==> config.mk <==
export PLATFORM = sky130hd
export DESIGN_NAME = id_control_stage
export DESIGN_NICKNAME = d
export VERILOG_FILES = /design/src/rtl/id_ctrl_pkg.sv /design/src/rtl/id_control_stage_md_busy_tracker.sv /design/src/rtl/id_control_stage.sv
export SDC_FILE = /design/constraint.sdc
export NUM_CORES = 1
export LEC_CHECK = 0
export ABC_AREA = 0
export CORE_MARGIN = 2
export CORE_UTILIZATION = 48
export CTS_CLUSTER_SIZE = 25
export DETAILED_ROUTE_END_ITERATION = 16
export PLACE_DENSITY = 0.85
export SYNTH_ARGS = -nofsm -noshare
export SYNTH_HDL_FRONTEND = slang
export SYNTH_SLANG_ARGS = --single-unit
==> constraint.sdc <==
create_clock -name clk -period 9.5 [get_ports clk]
set_clock_uncertainty 0.2 [all_clocks]
set_input_delay 2.85 -clock clk [delete_from_list [all_inputs] [get_ports clk]]
set_output_delay 2.85 -clock clk [all_outputs]
set_load 0.02 [all_outputs]
==> src/rtl/id_ctrl_pkg.sv <==
// id_ctrl_pkg
// Shared definitions for the ID-stage controller: MIPS opcode/funct
// constants, ALU and branch codes, HI/LO operation codes, the registered
// control bundle (ctrl_t) and the combinational instruction decoder.
// No ports; imported by id_control_stage and md_busy_tracker.

package id_ctrl_pkg;

    localparam int ALU_W = 4;
    localparam int REG_W = 5;

    localparam logic [5:0] OP_RTYPE = 6'h00;
    localparam logic [5:0] OP_J     = 6'h02;
    localparam logic [5:0] OP_JAL   = 6'h03;
    localparam logic [5:0] OP_BEQ   = 6'h04;
    localparam logic [5:0] OP_BNE   = 6'h05;
    localparam logic [5:0] OP_ADDI  = 6'h08;
    localparam logic [5:0] OP_ADDIU = 6'h09;
    localparam logic [5:0] OP_ANDI  = 6'h0c;
    localparam logic [5:0] OP_ORI   = 6'h0d;
    localparam logic [5:0] OP_XORI  = 6'h0e;
    localparam logic [5:0] OP_LW    = 6'h23;
    localparam logic [5:0] OP_SW    = 6'h2b;

    localparam logic [5:0] FN_SLL   = 6'h00;
    localparam logic [5:0] FN_SRL   = 6'h02;
    localparam logic [5:0] FN_SRA   = 6'h03;
    localparam logic [5:0] FN_SLLV  = 6'h04;
    localparam logic [5:0] FN_SRLV  = 6'h06;
    localparam logic [5:0] FN_SRAV  = 6'h07;
    localparam logic [5:0] FN_JR    = 6'h08;
    localparam logic [5:0] FN_MFHI  = 6'h10;
    localparam logic [5:0] FN_MFLO  = 6'h12;
    localparam logic [5:0] FN_MULT  = 6'h18;
    localparam logic [5:0] FN_MULTU = 6'h19;
    localparam logic [5:0] FN_DIV   = 6'h1a;
    localparam logic [5:0] FN_DIVU  = 6'h1b;
    localparam logic [5:0] FN_ADD   = 6'h20;
    localparam logic [5:0] FN_ADDU  = 6'h21;
    localparam logic [5:0] FN_SUB   = 6'h22;
    localparam logic [5:0] FN_SUBU  = 6'h23;
    localparam logic [5:0] FN_AND   = 6'h24;
    localparam logic [5:0] FN_OR    = 6'h25;
    localparam logic [5:0] FN_XOR   = 6'h26;
    localparam logic [5:0] FN_NOR   = 6'h27;
    localparam logic [5:0] FN_SLT   = 6'h2a;

    localparam logic [ALU_W-1:0] ALU_AND  = 4'b0000;
    localparam logic [ALU_W-1:0] ALU_OR   = 4'b0001;
    localparam logic [ALU_W-1:0] ALU_ADD  = 4'b0010;
    localparam logic [ALU_W-1:0] ALU_SRA  = 4'b0011;
    localparam logic [ALU_W-1:0] ALU_SLL  = 4'b0100;
    localparam logic [ALU_W-1:0] ALU_SRL  = 4'b0101;
    localparam logic [ALU_W-1:0] ALU_SUB  = 4'b0110;
    localparam logic [ALU_W-1:0] ALU_SLT  = 4'b0111;
    localparam logic [ALU_W-1:0] ALU_NOR  = 4'b1100;
    localparam logic [ALU_W-1:0] ALU_XOR  = 4'b1101;
    localparam logic [ALU_W-1:0] ALU_NONE = 4'b1111;

    localparam logic [1:0] BR_NONE = 2'b00;
    localparam logic [1:0] BR_BEQ  = 2'b01;
    localparam logic [1:0] BR_BNE  = 2'b10;
    localparam logic [1:0] BR_JR   = 2'b11;

    localparam logic [1:0] MD_MULT  = 2'b00;
    localparam logic [1:0] MD_MULTU = 2'b01;
    localparam logic [1:0] MD_DIV   = 2'b10;
    localparam logic [1:0] MD_DIVU  = 2'b11;

    typedef struct packed {
        logic             mem_to_reg;
        logic             reg_write;
        logic             mem_write;
        logic             mem_read;
        logic             alu_src;
        logic             reg_dst;
        logic             jump;
        logic             jal;
        logic             jr;
        logic             shift_src;
        logic [1:0]       branch;
        logic [ALU_W-1:0] alu_ctrl;
        logic [REG_W-1:0] dest;
        logic             md_start;
        logic [1:0]       md_op;
        logic             illegal;
    } ctrl_t;

    // Decoder result: the control bundle plus operand-usage flags that only
    // the hazard logic needs (never registered).
    typedef struct packed {
        ctrl_t ctrl;
        logic  rs_read;
        logic  rt_read;
        logic  md_use;
    } dec_t;

    function automatic ctrl_t bubble_ctrl();
        ctrl_t c;
        c          = '0;
        c.alu_ctrl = ALU_NONE;
        return c;
    endfunction

    function automatic dec_t decode(input logic [31:0] instr, input logic muldiv_en);
        dec_t       d;
        logic       ill;
        logic [5:0] op;
        logic [5:0] fn;
        logic [4:0] rt;
        logic [4:0] rd;
        op        = instr[31:26];
        fn        = instr[5:0];
        rt        = instr[20:16];
        rd        = instr[15:11];
        d.ctrl    = bubble_ctrl();
        d.rs_read = 1'b0;
        d.rt_read = 1'b0;
        d.md_use  = 1'b0;
        ill       = 1'b0;
        case (op)
            OP_RTYPE: begin
                d.rs_read        = 1'b1;
                d.rt_read        = 1'b1;
                d.ctrl.reg_write = 1'b1;
                d.ctrl.reg_dst   = 1'b1;
                d.ctrl.dest      = rd;
                case (fn)
                    FN_ADD, FN_ADDU: d.ctrl.alu_ctrl = ALU_ADD;
                    FN_SUB, FN_SUBU: d.ctrl.alu_ctrl = ALU_SUB;
                    FN_AND:          d.ctrl.alu_ctrl = ALU_AND;
                    FN_OR:           d.ctrl.alu_ctrl = ALU_OR;
                    FN_XOR:          d.ctrl.alu_ctrl = ALU_XOR;
                    FN_NOR:          d.ctrl.alu_ctrl = ALU_NOR;
                    FN_SLT:          d.ctrl.alu_ctrl = ALU_SLT;
                    FN_SLLV:         d.ctrl.alu_ctrl = ALU_SLL;
                    FN_SRLV:         d.ctrl.alu_ctrl = ALU_SRL;
                    FN_SRAV:         d.ctrl.alu_ctrl = ALU_SRA;
                    // Immediate shifts take the amount from shamt, so rs is not an operand.
                    FN_SLL: begin
                        d.ctrl.alu_ctrl  = ALU_SLL;
                        d.ctrl.shift_src = 1'b1;
                        d.rs_read        = 1'b0;
                    end
                    FN_SRL: begin
                        d.ctrl.alu_ctrl  = ALU_SRL;
                        d.ctrl.shift_src = 1'b1;
                        d.rs_read        = 1'b0;
                    end
                    FN_SRA: begin
                        d.ctrl.alu_ctrl  = ALU_SRA;
                        d.ctrl.shift_src = 1'b1;
                        d.rs_read        = 1'b0;
                    end
                    FN_JR: begin
                        d.ctrl.reg_write = 1'b0;
                        d.ctrl.reg_dst   = 1'b0;
                        d.ctrl.dest      = '0;
                        d.ctrl.jr        = 1'b1;
                        d.ctrl.branch    = BR_JR;
                    end
                    // ALU idles; the datapath muxes HI/LO onto the write-back bus.
                    FN_MFHI, FN_MFLO: begin
                        if (muldiv_en) begin
                            d.rs_read = 1'b0;
                            d.md_use  = 1'b1;
                        end else begin
                            ill = 1'b1;
                        end
                    end
                    FN_MULT, FN_MULTU, FN_DIV, FN_DIVU: begin
                        if (muldiv_en) begin
                            d.ctrl.reg_write = 1'b0;
                            d.ctrl.reg_dst   = 1'b0;
                            d.ctrl.dest      = '0;
                            d.ctrl.md_start  = 1'b1;
                            d.ctrl.md_op     = fn[1:0];
                            d.md_use         = 1'b1;
                        end else begin
                            ill = 1'b1;
                        end
                    end
                    default: ill = 1'b1;
                endcase
            end
            OP_J: d.ctrl.jump = 1'b1;
            OP_JAL: begin
                d.ctrl.jump      = 1'b1;
                d.ctrl.jal       = 1'b1;
                d.ctrl.reg_write = 1'b1;
                d.ctrl.dest      = 5'd31;
                d.ctrl.alu_ctrl  = ALU_ADD;
            end
            OP_BEQ, OP_BNE: begin
                d.ctrl.branch   = (op == OP_BEQ) ? BR_BEQ : BR_BNE;
                d.ctrl.alu_ctrl = ALU_SUB;
                d.rs_read       = 1'b1;
                d.rt_read       = 1'b1;
            end
            OP_LW: begin
                d.ctrl.alu_src    = 1'b1;
                d.ctrl.mem_to_reg = 1'b1;
                d.ctrl.reg_write  = 1'b1;
                d.ctrl.mem_read   = 1'b1;
                d.ctrl.alu_ctrl   = ALU_ADD;
                d.ctrl.dest       = rt;
                d.rs_read         = 1'b1;
            end
            OP_SW: begin
                d.ctrl.alu_src   = 1'b1;
                d.ctrl.mem_write = 1'b1;
                d.ctrl.alu_ctrl  = ALU_ADD;
                d.rs_read        = 1'b1;
                d.rt_read        = 1'b1;
            end
            OP_ADDI, OP_ADDIU, OP_ANDI, OP_ORI, OP_XORI: begin
                d.ctrl.alu_src   = 1'b1;
                d.ctrl.reg_write = 1'b1;
                d.ctrl.dest      = rt;
                d.rs_read        = 1'b1;
                case (op)
                    OP_ANDI: d.ctrl.alu_ctrl = ALU_AND;
                    OP_ORI:  d.ctrl.alu_ctrl = ALU_OR;
                    OP_XORI: d.ctrl.alu_ctrl = ALU_XOR;
                    default: d.ctrl.alu_ctrl = ALU_ADD;
                endcase
            end
            default: ill = 1'b1;
        endcase
        if (ill) begin
            d.ctrl         = bubble_ctrl();
            d.ctrl.illegal = 1'b1;
            d.rs_read      = 1'b0;
            d.rt_read      = 1'b0;
            d.md_use       = 1'b0;
        end
        return d;
    endfunction

endpackage

==> src/rtl/id_control_stage_md_busy_tracker.sv <==
// md_busy_tracker
// Tracks HI/LO occupancy after a mult/div issue.
// Ports: clk, reset (sync, active-high), start (issue edge), busy (registered,
// high for exactly MD_LATENCY cycles starting the cycle after start is sampled).
//
// state | meaning
// ------+---------------------------------------------------------------
// IDLE  | HI/LO free; start loads the down-counter with MD_LATENCY-1
// BUSY  | operation in flight; counter decrements, exits after reaching 0

module md_busy_tracker #(
    parameter int MD_LATENCY = 32
) (
    input  logic clk,
    input  logic reset,
    input  logic start,
    output logic busy
);
    import id_ctrl_pkg::*;

    localparam int CNT_W = (MD_LATENCY > 1) ? $clog2(MD_LATENCY) : 1;
    localparam logic [CNT_W-1:0] CNT_INIT = CNT_W'(MD_LATENCY - 1);

    typedef enum logic {
        MD_IDLE = 1'b0,
        MD_BUSY = 1'b1
    } md_state_t;

    md_state_t        state_d, state_q;
    logic [CNT_W-1:0] cnt_d, cnt_q;
    logic             busy_d, busy_q;

    always_comb begin
        state_d = state_q;
        cnt_d   = cnt_q;
        case (state_q)
            MD_IDLE: begin
                if (start) begin
                    state_d = MD_BUSY;
                    cnt_d   = CNT_INIT;
                end
            end
            MD_BUSY: begin
                if (cnt_q == '0) begin
                    state_d = MD_IDLE;
                end else begin
                    cnt_d = cnt_q - CNT_W'(1);
                end
            end
            default: state_d = MD_IDLE;
        endcase
        busy_d = (state_d == MD_BUSY);
    end

    always_ff @(posedge clk) begin
        if (reset) begin
            state_q <= MD_IDLE;
            cnt_q   <= '0;
            busy_q  <= 1'b0;
        end else begin
            state_q <= state_d;
            cnt_q   <= cnt_d;
            busy_q  <= busy_d;
        end
    end

    assign busy = busy_q;

endmodule

==> src/rtl/id_control_stage.sv <==
// id_control_stage
// Registered ID-stage controller: decodes the IF/ID instruction into the
// ID/EX control register, inserts bubbles on load-use and HI/LO hazards,
// kills the decoding instruction on flush, and tracks mult/div occupancy.
// Ports: clk, reset (sync, active-high), instr, flush, ex_rd_i (EX dest
// feedback) in; stall (combinational), md_busy and ex_* controls out.

module id_control_stage
    import id_ctrl_pkg::*;
#(
    parameter int ALU_CTRL_W     = 4,
    parameter int REG_ADDR_W     = 5,
    parameter int MD_LATENCY     = 32,
    parameter bit SUPPORT_MULDIV = 1'b1
) (
    input  logic                  clk,
    input  logic                  reset,
    input  logic [31:0]           instr,
    input  logic                  flush,
    input  logic [REG_ADDR_W-1:0] ex_rd_i,
    output logic                  stall,
    output logic                  md_busy,
    output logic                  ex_mem_to_reg,
    output logic                  ex_reg_write,
    output logic                  ex_mem_write,
    output logic                  ex_mem_read,
    output logic                  ex_alu_src,
    output logic                  ex_reg_dst,
    output logic                  ex_jump,
    output logic                  ex_jal,
    output logic                  ex_jr,
    output logic                  ex_shift_src,
    output logic [1:0]            ex_branch,
    output logic [ALU_CTRL_W-1:0] ex_alu_ctrl,
    output logic [REG_ADDR_W-1:0] ex_dest,
    output logic                  ex_md_start,
    output logic [1:0]            ex_md_op,
    output logic                  ex_illegal
);

    dec_t                  dec;
    ctrl_t                 ctrl_d, ctrl_q;
    logic                  md_busy_w;
    logic                  load_use;
    logic                  md_hazard;
    logic [REG_ADDR_W-1:0] rs_w, rt_w;

    assign rs_w = REG_ADDR_W'(instr[25:21]);
    assign rt_w = REG_ADDR_W'(instr[20:16]);

    always_comb begin
        dec = decode(instr, SUPPORT_MULDIV);

        // Loads into $0 never produce a value worth waiting for.
        load_use = ctrl_q.mem_read && (ex_rd_i != '0) &&
                   ((dec.rs_read && (ex_rd_i == rs_w)) ||
                    (dec.rt_read && (ex_rd_i == rt_w)));
        md_hazard = SUPPORT_MULDIV && md_busy_w && dec.md_use;

        // A flushed instruction is discarded anyway, so it must not hold the front end.
        stall = (load_use || md_hazard) && !flush && !reset;

        if (flush || stall) begin
            ctrl_d = bubble_ctrl();
        end else begin
            ctrl_d = dec.ctrl;
        end
    end

    always_ff @(posedge clk) begin
        if (reset) begin
            ctrl_q <= bubble_ctrl();
        end else begin
            ctrl_q <= ctrl_d;
        end
    end

    generate
        if (SUPPORT_MULDIV) begin : g_md
            md_busy_tracker #(
                .MD_LATENCY(MD_LATENCY)
            ) u_md_busy_tracker (
                .clk  (clk),
                .reset(reset),
                .start(ctrl_d.md_start),
                .busy (md_busy_w)
            );
        end else begin : g_no_md
            assign md_busy_w = 1'b0;
        end
    endgenerate

    assign md_busy       = md_busy_w;
    assign ex_mem_to_reg = ctrl_q.mem_to_reg;
    assign ex_reg_write  = ctrl_q.reg_write;
    assign ex_mem_write  = ctrl_q.mem_write;
    assign ex_mem_read   = ctrl_q.mem_read;
    assign ex_alu_src    = ctrl_q.alu_src;
    assign ex_reg_dst    = ctrl_q.reg_dst;
    assign ex_jump       = ctrl_q.jump;
    assign ex_jal        = ctrl_q.jal;
    assign ex_jr         = ctrl_q.jr;
    assign ex_shift_src  = ctrl_q.shift_src;
    assign ex_branch     = ctrl_q.branch;
    // "none" stays all-ones whatever the configured code width.
    assign ex_alu_ctrl   = (ctrl_q.alu_ctrl == ALU_NONE) ? '1 : ALU_CTRL_W'(ctrl_q.alu_ctrl);
    assign ex_dest       = REG_ADDR_W'(ctrl_q.dest);
    assign ex_md_start   = ctrl_q.md_start;
    assign ex_md_op      = ctrl_q.md_op;
    assign ex_illegal    = ctrl_q.illegal;

endmodule

==> flow_metrics.env, run 1 <==
export IMPL_status="finished clean"
export IMPL_hold_ws_ns=0.344
export IMPL_grt_start_max_net_pins=21
export IMPL_final_common_cell="clkdlybuf4s50_1"
export IMPL_synth_top_family_by_area="simple AND/OR/NAND/NOR gates"
export IMPL_hold_viol_final=0
export IMPL_yosys_area_share_simple_pct=27.1
export IMPL_syn_area_um2=1840
export IMPL_required_ns=6.45
export IMPL_die_height_um=65.9
export IMPL_gp_congestion=0.888
export IMPL_root_buffer="clkbuf_8"
export IMPL_drc=0
export IMPL_vias_per_cell=5.80
export IMPL_nets=313
export IMPL_holdBufCountCts=0
export IMPL_slew_viol_final=0
export IMPL_dr_pass1_iters=4
export IMPL_synth_compound_area_share_pct=24.0
export IMPL_cts_buffers=5
export IMPL_powerDensity_nw_per_um2=111
export IMPL_die_w_um=65.9
export IMPL_endpoint_kind="output port"
export IMPL_holdCritPathClass="reg2reg"
export IMPL_fin_crit_sh_pct=93.0
export IMPL_die_area_um2=4340
export IMPL_arrival_ns=5.79
export IMPL_overflow=0
export IMPL_multi_input_area_um2=1050
export IMPL_synth_xor_area_share_pct=4.77
export IMPL_cts_buffer_depth=2
export IMPL_start_util_pct=50.2
export IMPL_fin_ws_ns=0.661
export IMPL_grt_pass1_vias=1655
export IMPL_cp_start_kind="primary input"
export IMPL_syn_area_per_cell_um2=8.09
export IMPL_grt_usage_pct=21.4
export IMPL_cts_sinks=30
export IMPL_fin_tns_setup_ns=0
export IMPL_cts_clk_slew_worst_paths_ns=0.05
export IMPL_diodes=0
export IMPL_coreArea_um2=3660
export IMPL_setup_viol=0
export IMPL_fin_util_pct=67.0
export IMPL_synth_cells=227
export IMPL_post_cts_buffers=0
export IMPL_syn_to_final_growth_pct=33.6
export IMPL_design_area_um2=2450
export IMPL_drt_iter0_markers=101
export IMPL_io_pins=67
export IMPL_synth_seq_area_share_pct=32.7
export IMPL_preCtsSetupSlack_ns=0.667
export IMPL_max_slew_margin_pct=50.1
export IMPL_post_drt_wl_per_cell_um=13.6
export IMPL_fmax_mhz=113
export IMPL_num_fill_cells=322
export IMPL_routed_via_count=1844
export IMPL_antenna_found_initial=0
export IMPL_vdd_drop_max_mv=0.0540
export IMPL_rsz0062_at_grt="no"
export IMPL_rows=22
export IMPL_ctsResizeCount=0
export IMPL_maxCapViolations=0
export IMPL_layout_min_cycle_time_ns=8.84
export IMPL_grt_pass1_wl_um=7250
export IMPL_layout_drive_gt1_share_pct=6.30
export IMPL_worstSetupPathType="in2out"
export IMPL_synth_ff_type="dfxtp_1"
export IMPL_p_leak_uw=0.000805
export IMPL_cts_max_level=2
export IMPL_clkLatencyLatePin_ns=0.27
export IMPL_synth_async_reset_ratio_pct=0
export IMPL_ys_types=52
export IMPL_post_dp_hpwl_um=3210
export IMPL_muxShareOfSynthArea_pct=0
export IMPL_regArea_um2=601
export IMPL_syn_num_nets=269
export IMPL_routed_wl_um=4330
export IMPL_synth_edf_count=0
export IMPL_final_cell_mix="61 x clkdlybuf4s50_1, 30 x dfxtp_1, 29 x nor2_1, 12 x a21oi_1"
export IMPL_cts_tree="done"
export IMPL_ant_nets=0
export IMPL_placed_cell_area_um2=2370
export IMPL_port_buffers=61
export IMPL_yosys_area_share_adder_pct=1.36
export IMPL_worst_pin_slew_ns=0.747
export IMPL_cp_max_fo=7
export IMPL_ys_seq_elements=30
export IMPL_ys_warn_count=0
worst max-delay path, stage by stage:
cell,delay (ns)
clkdlybuf4s50_1,0.51
or4_4,0.56
or3_4,0.38
a31oi_2,0.19
o2111ai_2,0.22
a21oi_1,0.40
clkdlybuf4s50_1,0.68
flip-flops by register name (all words and copies together) (netlist names):
name / flops
ex_dest: 5
ex_md_start: 1
ex_jal: 1
ex_shift_src: 1
ex_illegal: 1
ex_mem_write: 1
ex_md_op: 2
g_md.u_md_busy_tracker.state_q: 1
ex_jump: 1
ex_branch: 2
ctrl_q: 4
ex_alu_src: 1
g_md.u_md_busy_tracker.cnt_q: 5
ex_jr: 1
ex_reg_write: 1
ex_reg_dst: 1
ex_mem_read: 1
area by class of cell:
| cell class | instances | area share [%] |
|---|---|---|
| well taps | 48 | 2.45 |
| clock buffers | 6 | 3.37 |
| flip-flops and latches | 30 | 24.5 |
| repair buffers | 63 | 25.5 |
| multi-input cells | 162 | 42.8 |
| inverters | 9 | 1.38 |
stage by stage:
stage / instances / power, uW
floorplan: 227 / 153
global placement: 312 / 176
detailed placement: 312 / 176
CTS: 318 / 272
global route: 318 / 285
finish: 318 / 271
report_power, final:
group	internal (uW)	switching, uW
registers	126	0.185
logic	23.8	24.0
clock network	55.7	41.4
total	206	65.5
cell usage after synthesis (2+ instances only):
cell / count / area (um2)
nor4_1: 3 / 18.8
a31oi_1: 2 / 12.5
nand2_1: 9 / 33.8
a32oi_1: 6 / 52.6
a311oi_1: 2 / 17.5
a211oi_1: 3 / 22.5
nand3b_1: 5 / 37.5
o21a_1: 3 / 22.5
or3_1: 2 / 12.5
nor2_1: 29 / 109
nor3b_1: 2 / 15.0
nand3_1: 10 / 50.1
buf_4: 10 / 75.1
nand2b_1: 8 / 50.1
o21bai_1: 2 / 15.0
buf_6: 2 / 22.5
o21ai_0: 10 / 50.1
clkbuf_1: 13 / 48.8
ha_1: 2 / 25.0
nor2b_1: 2 / 12.5
nor3_1: 7 / 35.0
inv_1: 9 / 33.8
and3_1: 2 / 12.5
xor2_1: 3 / 26.3
xnor2_1: 7 / 61.3
nand4_1: 4 / 25.0
a21oi_1: 12 / 60.1
a221oi_1: 5 / 43.8
dfxtp_1: 30 / 601
path summary, 6_finish.rpt:
path                                                      start                               to  slack (ns)  depth (start not counted)
worst max register to register   g_md.u_md_busy_tracker.state_q                       ctrl_q[10]        7.15                          5
worst min-delay path            g_md.u_md_busy_tracker.cnt_q[2]  g_md.u_md_busy_tracker.cnt_q[2]        0.34                          2
worst max-delay path                                  instr[30]                            stall        0.66                          7
worst min register to register  g_md.u_md_busy_tracker.cnt_q[2]  g_md.u_md_busy_tracker.cnt_q[2]        0.34                          2
cell families (layout without fill, tap and decap cells):
family          count (synthesis)  in the layout
simple gates                   92             92
compound gates                 58             58
buf+inv                        35             78
flops                          30             30
xor+xnor                       10             10
fa+ha+maj                       2              2
metal layers:
metal,vias to the layer above,GRT usage [%],share of wire [%],wire [um]
met4,0,10.2,1.4,59
met2,86,32.3,45,1940
met1,848,27.4,44,1900
met3,4,6.81,10,433
met5,-,0,0,0
li1,906,-,-,-
Power figures use the tool's default switching activity.
==> run 2, diff against run 1 <==
--- a/config.mk
+++ b/config.mk
@@ -11,6 +11,7 @@
 export CTS_CLUSTER_SIZE = 25
 export DETAILED_ROUTE_END_ITERATION = 16
 export PLACE_DENSITY = 0.85
+export SETUP_SLACK_MARGIN = 0.3
 export SYNTH_ARGS = -nofsm -noshare
 export SYNTH_HDL_FRONTEND = slang
 export SYNTH_SLANG_ARGS = --single-unit
==> results of run 2 <==
Final layout, timing and power as in run 1 (identical DEF).
==> run 3, diff against run 2 <==
--- a/config.mk
+++ b/config.mk
@@ -10,6 +10,7 @@
 export CORE_UTILIZATION = 48
 export CTS_CLUSTER_SIZE = 25
 export DETAILED_ROUTE_END_ITERATION = 16
+export GPL_ROUTABILITY_DRIVEN = 0
 export PLACE_DENSITY = 0.85
 export SETUP_SLACK_MARGIN = 0.3
 export SYNTH_ARGS = -nofsm -noshare
==> results of run 3 <==
Final layout, timing and power as in run 1 (identical DEF).
